--- src/rtl/conv3x3_stream.sv ---
// Streaming 3x3 convolution: two internal line buffers, nine programmable signed weights,
// saturated signed output. Define CONV3X3_RELU_EN to clamp negative results to zero.
module conv3x3_stream #(
  parameter int unsigned IMG_W  = 34,
  parameter int unsigned IMG_H  = 34,
  parameter int unsigned PIX_W  = 8,
  parameter int unsigned COEF_W = 8,
  parameter int unsigned OUT_W  = 16
) (
  input  logic                     clk,
  input  logic                     rst_n,
  input  logic                     din_valid,
  input  logic [PIX_W-1:0]         din,
  input  logic                     sof,
  input  logic                     coef_we,
  input  logic [3:0]               coef_addr,
  input  logic signed [COEF_W-1:0] coef_data,
  output logic                     dout_valid,
  output logic signed [OUT_W-1:0]  dout,
  output logic                     dout_last
);

  localparam int unsigned ACC_W = PIX_W + COEF_W + 5;
  localparam int unsigned EXT_W = ((OUT_W > ACC_W) ? OUT_W : ACC_W) + 1;
  localparam int unsigned CW    = $clog2(IMG_W);
  localparam int unsigned RW    = $clog2(IMG_H);
  localparam logic signed [EXT_W-1:0] SAT_MAX = {{(EXT_W-OUT_W+1){1'b0}}, {(OUT_W-1){1'b1}}};
  localparam logic signed [EXT_W-1:0] SAT_MIN = {{(EXT_W-OUT_W+1){1'b1}}, {(OUT_W-1){1'b0}}};

  logic [CW-1:0] col_q, col_d, cur_col;
  logic [RW-1:0] row_q, row_d, cur_row;
  logic signed [COEF_W-1:0] coef_q [9];
  logic signed [COEF_W-1:0] coef_d [9];

  logic [PIX_W-1:0] lb0_q [IMG_W];
  logic [PIX_W-1:0] lb0_d [IMG_W];
  logic [PIX_W-1:0] lb1_q [IMG_W];
  logic [PIX_W-1:0] lb1_d [IMG_W];
  logic [PIX_W-1:0] tap [3];
  logic [PIX_W-1:0] win_q [9];
  logic [PIX_W-1:0] win_d [9];
  logic signed [ACC_W-1:0] prod_q [9];
  logic signed [ACC_W-1:0] prod_d [9];
  logic signed [ACC_W-1:0] rsum_q [3];
  logic signed [ACC_W-1:0] rsum_d [3];

  logic s1_valid_q, s1_valid_d, s1_last_q, s1_last_d;
  logic s2_valid_q, s2_valid_d, s2_last_q, s2_last_d;
  logic s3_valid_q, s3_valid_d, s3_last_q, s3_last_d;
  logic dout_valid_q, dout_valid_d, dout_last_q, dout_last_d;
  logic signed [OUT_W-1:0] dout_q, dout_d;

  logic signed [ACC_W-1:0] sum;
  logic signed [EXT_W-1:0] sum_ext, sat_val;

  // Raster position of the incoming pixel; sof restarts the frame at (0,0).
  always_comb begin
    cur_col = (din_valid && sof) ? '0 : col_q;
    cur_row = (din_valid && sof) ? '0 : row_q;
    col_d   = col_q;
    row_d   = row_q;
    if (din_valid) begin
      if (cur_col == CW'(IMG_W-1)) begin
        col_d = '0;
        row_d = (cur_row == RW'(IMG_H-1)) ? '0 : cur_row + RW'(1);
      end else begin
        col_d = cur_col + CW'(1);
        row_d = cur_row;
      end
    end
  end

  always_comb begin
    coef_d = coef_q;
    if (coef_we && (coef_addr < 4'd9)) coef_d[coef_addr] = coef_data;
  end

  // S1: line buffers feed the new column into the right edge of the window.
  always_comb begin
    lb0_d  = lb0_q;
    lb1_d  = lb1_q;
    win_d  = win_q;
    tap[0] = lb1_q[cur_col];
    tap[1] = lb0_q[cur_col];
    tap[2] = din;
    s1_valid_d = 1'b0;
    s1_last_d  = 1'b0;
    if (din_valid) begin
      lb1_d[cur_col] = lb0_q[cur_col];
      lb0_d[cur_col] = din;
      for (int i = 0; i < 3; i++) begin
        win_d[3*i]   = win_q[3*i+1];
        win_d[3*i+1] = win_q[3*i+2];
        win_d[3*i+2] = tap[i];
      end
      s1_valid_d = (cur_row >= RW'(2)) && (cur_col >= CW'(2));
      s1_last_d  = (cur_row == RW'(IMG_H-1)) && (cur_col == CW'(IMG_W-1));
    end
  end

  // S2 multiplies and the adder tree, split into row sums and a final sum.
  always_comb begin
    for (int k = 0; k < 9; k++) begin
      prod_d[k] = ACC_W'($signed({1'b0, win_q[k]})) * ACC_W'(coef_q[k]);
    end
    for (int i = 0; i < 3; i++) begin
      rsum_d[i] = prod_q[3*i] + prod_q[3*i+1] + prod_q[3*i+2];
    end
    s2_valid_d = s1_valid_q;
    s2_last_d  = s1_last_q && s1_valid_q;
    s3_valid_d = s2_valid_q;
    s3_last_d  = s2_last_q && s2_valid_q;
  end

  // Final sum, saturation and optional ReLU into the output register.
  always_comb begin
    sum     = rsum_q[0] + rsum_q[1] + rsum_q[2];
    sum_ext = EXT_W'(sum);
    sat_val = sum_ext;
    if (sum_ext > SAT_MAX) sat_val = SAT_MAX;
    if (sum_ext < SAT_MIN) sat_val = SAT_MIN;
`ifdef CONV3X3_RELU_EN
    if (sat_val[EXT_W-1]) sat_val = '0;
`endif
    dout_valid_d = s3_valid_q;
    dout_last_d  = s3_valid_q && s3_last_q;
    dout_d       = s3_valid_q ? OUT_W'(sat_val) : '0;
  end

  always_ff @(posedge clk) begin
    if (!rst_n) begin
      col_q        <= '0;
      row_q        <= '0;
      coef_q       <= '{default: '0};
      s1_valid_q   <= 1'b0;
      s1_last_q    <= 1'b0;
      s2_valid_q   <= 1'b0;
      s2_last_q    <= 1'b0;
      s3_valid_q   <= 1'b0;
      s3_last_q    <= 1'b0;
      dout_valid_q <= 1'b0;
      dout_last_q  <= 1'b0;
      dout_q       <= '0;
    end else begin
      col_q        <= col_d;
      row_q        <= row_d;
      coef_q       <= coef_d;
      s1_valid_q   <= s1_valid_d;
      s1_last_q    <= s1_last_d;
      s2_valid_q   <= s2_valid_d;
      s2_last_q    <= s2_last_d;
      s3_valid_q   <= s3_valid_d;
      s3_last_q    <= s3_last_d;
      dout_valid_q <= dout_valid_d;
      dout_last_q  <= dout_last_d;
      dout_q       <= dout_d;
    end
  end

  // Datapath storage is only ever consumed under a valid flag, so it needs no reset.
  always_ff @(posedge clk) begin
    lb0_q  <= lb0_d;
    lb1_q  <= lb1_d;
    win_q  <= win_d;
    prod_q <= prod_d;
    rsum_q <= rsum_d;
  end

  assign dout_valid = dout_valid_q;
  assign dout_last  = dout_last_q;
  assign dout       = dout_q;

endmodule

--- config.mk ---
export PLATFORM = sky130hd
export DESIGN_NAME = conv3x3_stream
export DESIGN_NICKNAME = d
export VERILOG_FILES = /design/src/rtl/conv3x3_stream.sv
export SDC_FILE = /design/constraint.sdc
export NUM_CORES = 2
export LEC_CHECK = 0
export ABC_AREA = 1
export CAP_MARGIN = 20
export CORE_AREA = 2 2 324 326
export CTS_CLUSTER_SIZE = 20
export DETAILED_ROUTE_END_ITERATION = 16
export DIE_AREA = 0 0 326 328
export PLACE_DENSITY = 0.7
export RECOVER_POWER = 50
export SLEW_MARGIN = 25
export SYNTH_ARGS = -nofsm -noshare
export SYNTH_HDL_FRONTEND = slang
export SYNTH_SLANG_ARGS = --single-unit
--- constraint.sdc ---
create_clock -name clk -period 11.3 [get_ports clk]
set_clock_uncertainty 0.2 [all_clocks]
set_input_delay 2.26 -clock clk [delete_from_list [all_inputs] [get_ports clk]]
set_output_delay 2.26 -clock clk [all_outputs]
set_load 0.1 [all_outputs]
# == After elaboration in Yosys (flattened, before gate mapping) ==
# Cells that the tools add are included.
# W data, S select, Z words.
# word_totals
elab_cells,176
out_inout_bits,18
regBits,940
in_bits,25
# classes
mux,20
n_reduce_logical,12
n_eq_ne,2
multipliers,9
n_addsub,10
bitwise_logic,4
magnitude_cmp,9
# op_table
operator,n
$bwmux W272,2
$mul A9 B8 Y17,9
$bmux W8 S6,2
$bwmux W72,1
$add A18 B17 Y19,3
$add A17 B17 Y18,3
$demux W8 S6,1
$mux W8,6
$add A21 B21 Y21,2
$demux W8 S4,1
$mux W16,2
$mux W6,5
$gt A21 B16 Y1 const B,1
$lt A21 B16 Y1 const B,1
$add A6 B1 Y6 const B,2
$eq A6 B6 Y1 const B,2
$ge A6 B2 Y1 const B,2
$logic_and A1 B1 Y1,9
$ge A7 B7 Y1 const B,1
$lt A7 B1 Y1 const B,1
$not A6 Y7,1
$ge A5 B5 Y1 const B,1
$lt A5 B1 Y1 const B,1
$not A4 Y5,1
other kinds (4),6

# == Depth between registers and ports, before layout ==
# logic_depth
word_depth,8
depth_mapped,24
mapped_depth_nobuf,23

# == Least setup slack after synthesis ==
# Ideal clock, no wire load.
# synth_path
path_type,input to register
start,input sof
end,"register lb0_q[10] (netlist bit), enable pin"
cell_stages,7
setup_time_ns,0.430
path_buffers,3
required_ns,10.670
arrival_ns,4.627
setup_slack_ns,6.043
path_cell_list,nand2_2 nand2_2 inv_2 buf_2 buf_2 buf_2 nor4_1
# synth_lines
item,line,source
start: declaration,14,"input logic sof,"
end signal: assignment,162,lb0_q <= lb0_d;
end: declaration,35,logic [PIX_W-1:0] lb0_q [IMG_W];

==> flow_summary.ini <==
[run]
drv_cap = 9

[yosys]
syn_avg_cell_area_um2 = 9.96
yosys.area_share.xor_xnor_pct = 2.58
yosysWarnings = 0
ys.flop_type = edfxtp_1
yosys.area.top_type = edfxtp_1
yosysUniqueCellTypes = 54
seq_area_frac_synth_pct = 44.1
synth.most_common_cell = nand2_1
async_flop_share_pct = 0
ys_top_cells_by_count = nand2_1, inv_1, edfxtp_1
syn_inst = 5657
yosys-top-cells-area = edfxtp_1, fa_1, dfxtp_1
ys_seq_elements = 934
synth_top_family_by_area = adder cells
synth_fp_nets = 6552
synthSimpleGateAreaFrac_pct = 12.5
synth_edf_count = 616
synthMuxAreaShare_pct = 0
yosys.area_share.adder_pct = 24.7
synth_top_area_share_pct = 32.8
synth_area_mm2 = 0.0564
synth_compound_area_share_pct = 7.78

[setup_path]
cp-end-kind = flop
critPathArrivalTime_ns = 8.58
startpoint_type = input pin
crit_type = in2reg
critical_path_required_ns = 11.40
worstPathMaxFanout = 35

[final_layout]
area.sequential_mm2 = 0.0249
area_delta_synth_final_pct = 8.38
multi_input_area_mm2 = 0.0268
finalNonFillerCells = 7079
drive_gt1_share_pct = 5.25
nFillCells = 8573
final_nets = 6511

[pwr]
ir_drop_mv = 0.150
p_leak_nw = 28.7
pwr_density_cell_mw_per_mm2 = 127

[grt]
overflow = 0
grt_first_pass_wirelength_mm = 210
antenna_found_initial = 3
grt_start_max_net_pins = 179
grt_use_total_pct = 25.1
grt_pass1_vias = 38400

[floorplan]
start_util_pct = 54.6
die_area_mm2 = 0.107
fp.dieW_um = 326
core_area_mm2 = 0.103
io_pins = 43
die_h_um = 328
row_count = 118

[run_status]
outcome = complete, but fails checks
violations = capacitance limit, slew limit

[drt]
met1Wirelength_mm = 56.2
first_iter_violations = 3133
ant_nets = 0
vias = 38400
viasPerCell = 5.42
dr_wl_met2_mm = 61.9
wl_per_cell_um = 18.7
firstDrtPassIters = 6
drc = 0
totalWireLength_mm = 132
wl_met3_mm = 9.58
routed.top_layer = met4

[clock_tree]
cts_tree = yes
cts.htree.levels = 3
numCtsBuffers = 95
postCtsHoldBufs = 0
cts_root_buf = clkbuf_16
cts_sinks = 934
path_clk_slew_ns = 0.06
clk_latency_ns = 0.69
postCtsSetupBuffers = 0
cts.repair.resized = 0
cts_buffer_depth = 3

[worst_hold_path]
hold_path_class = reg2reg

[sta]
fin_setup_tns_ns = 0
setup_viol = 0
fin_crit_ns = 8.48
rsz0062_at_grt = false
worst_pin_slew_ns = 3.95
fin_crit_sh_pct = 75.1
fmax_mhz = 118
max_slew_margin_pct = -163
finalHoldViolations = 0
slew_violations = 352

[placed_design]
port_buffers = 42
hpwl_mm = 91.7
place.gp.congestion = 0.898
placedCellCount = 6899
[kinds of logic (layout without fill, tap and decap cells)]
| group | count (synthesis) | in the layout |
|---|---|---|
| buffers and inverters | 1215 | 1256 |
| other | 0 | 1 |
| XOR/XNOR | 166 | 166 |
| AO/OA/AOI/OAI | 757 | 757 |
| flip-flops | 934 | 934 |
| adder cells (fa/ha/maj) | 870 | 870 |
| AND/OR/NAND/NOR | 1715 | 1715 |
[final cells by class]
type,count,share of cell area (%)
multi-input combinational,3508,44.0
sequential,934,40.7
clock inverter,56,0.850
inverter,969,5.97
clock buffer,123,4.27
timing repair buffer,108,1.43
antenna,1,0.00410
tap,1380,2.83
[metal layers]
metal / global-route usage (%) / vias up
met5: 0 / -
met4: 9.12 / 0
met3: 3.50 / 248
met2: 41.2 / 1342
met1: 34.1 / 18600
li1: - / 18200
[power by group]
part           switching (mW)  internal, mW  total, mW
sequential              0.113          3.76       3.87
combinational           0.496         0.247      0.743
clock                    1.34          1.80       3.14
[path summary, 6_finish.rpt]
kind	startpoint	to	slack [ns]	cells past startpoint
setup / recovery	din_valid	lb1_q[252]	2.82	9
hold / removal	s2_last_q	s3_last_q	0.22	2
setup reg to reg	coef_q[39]	prod_q[99]	6.24	17
hold reg to reg	s2_last_q	s3_last_q	0.22	2
[placed cells by master, fill, tap and decap left out, drive strengths merged, types with 51 or more instances in the layout]
cell	synthesis	routed
xor2	112	112
a21oi	277	277
fa	407	407
o21ai	286	286
clkinv	9	51
clkbuf	172	137
edfxtp	616	616
nand3	161	161
xnor2	54	54
buf	74	56
nand2	1018	1018
inv	960	961
a22o	62	62
ha	463	463
or2	59	59
dfxtp	318	318
nor2	416	416
[worst max-delay path, stage by stage]
cell      delay, ns
clkbuf_1       1.72
nand2_1        1.17
inv_1          0.42
nor2_1         0.09
inv_1          0.08
clkbuf_1       1.15
nand3_1        0.44
nor2_1         0.22
clkbuf_1       0.96
[metrics by stage]
| step | power, mW | setup WS, ns | hold WS, ns | util [%] | instance area [µm²] |
|---|---|---|---|---|---|
| floorplan | 4.41 | 6.04 | 0.194 | - | 56400 |
| global placement | 4.67 | 4.47 | 0.211 | 56.2 | 58000 |
| detailed placement | 4.68 | 4.51 | 0.207 | 56.2 | 58000 |
| CTS | 7.79 | 5.21 | 0.217 | 59.2 | 61100 |
| global route | 8.04 | 2.69 | 0.240 | 59.2 | 61100 |
| finish | 7.76 | 2.82 | 0.220 | 59.2 | 61100 |
[registers in the layout, summed over array words and instances (netlist names), 6 cells and up]
signal / count
lb0_q: 272
lb1_q: 272
prod_q: 153
coef_q: 72
win_q: 72
rsum_q: 57
dout: 16
col_q: 6
row_q: 6
Note: power is estimated with default switching activity, not from simulation.
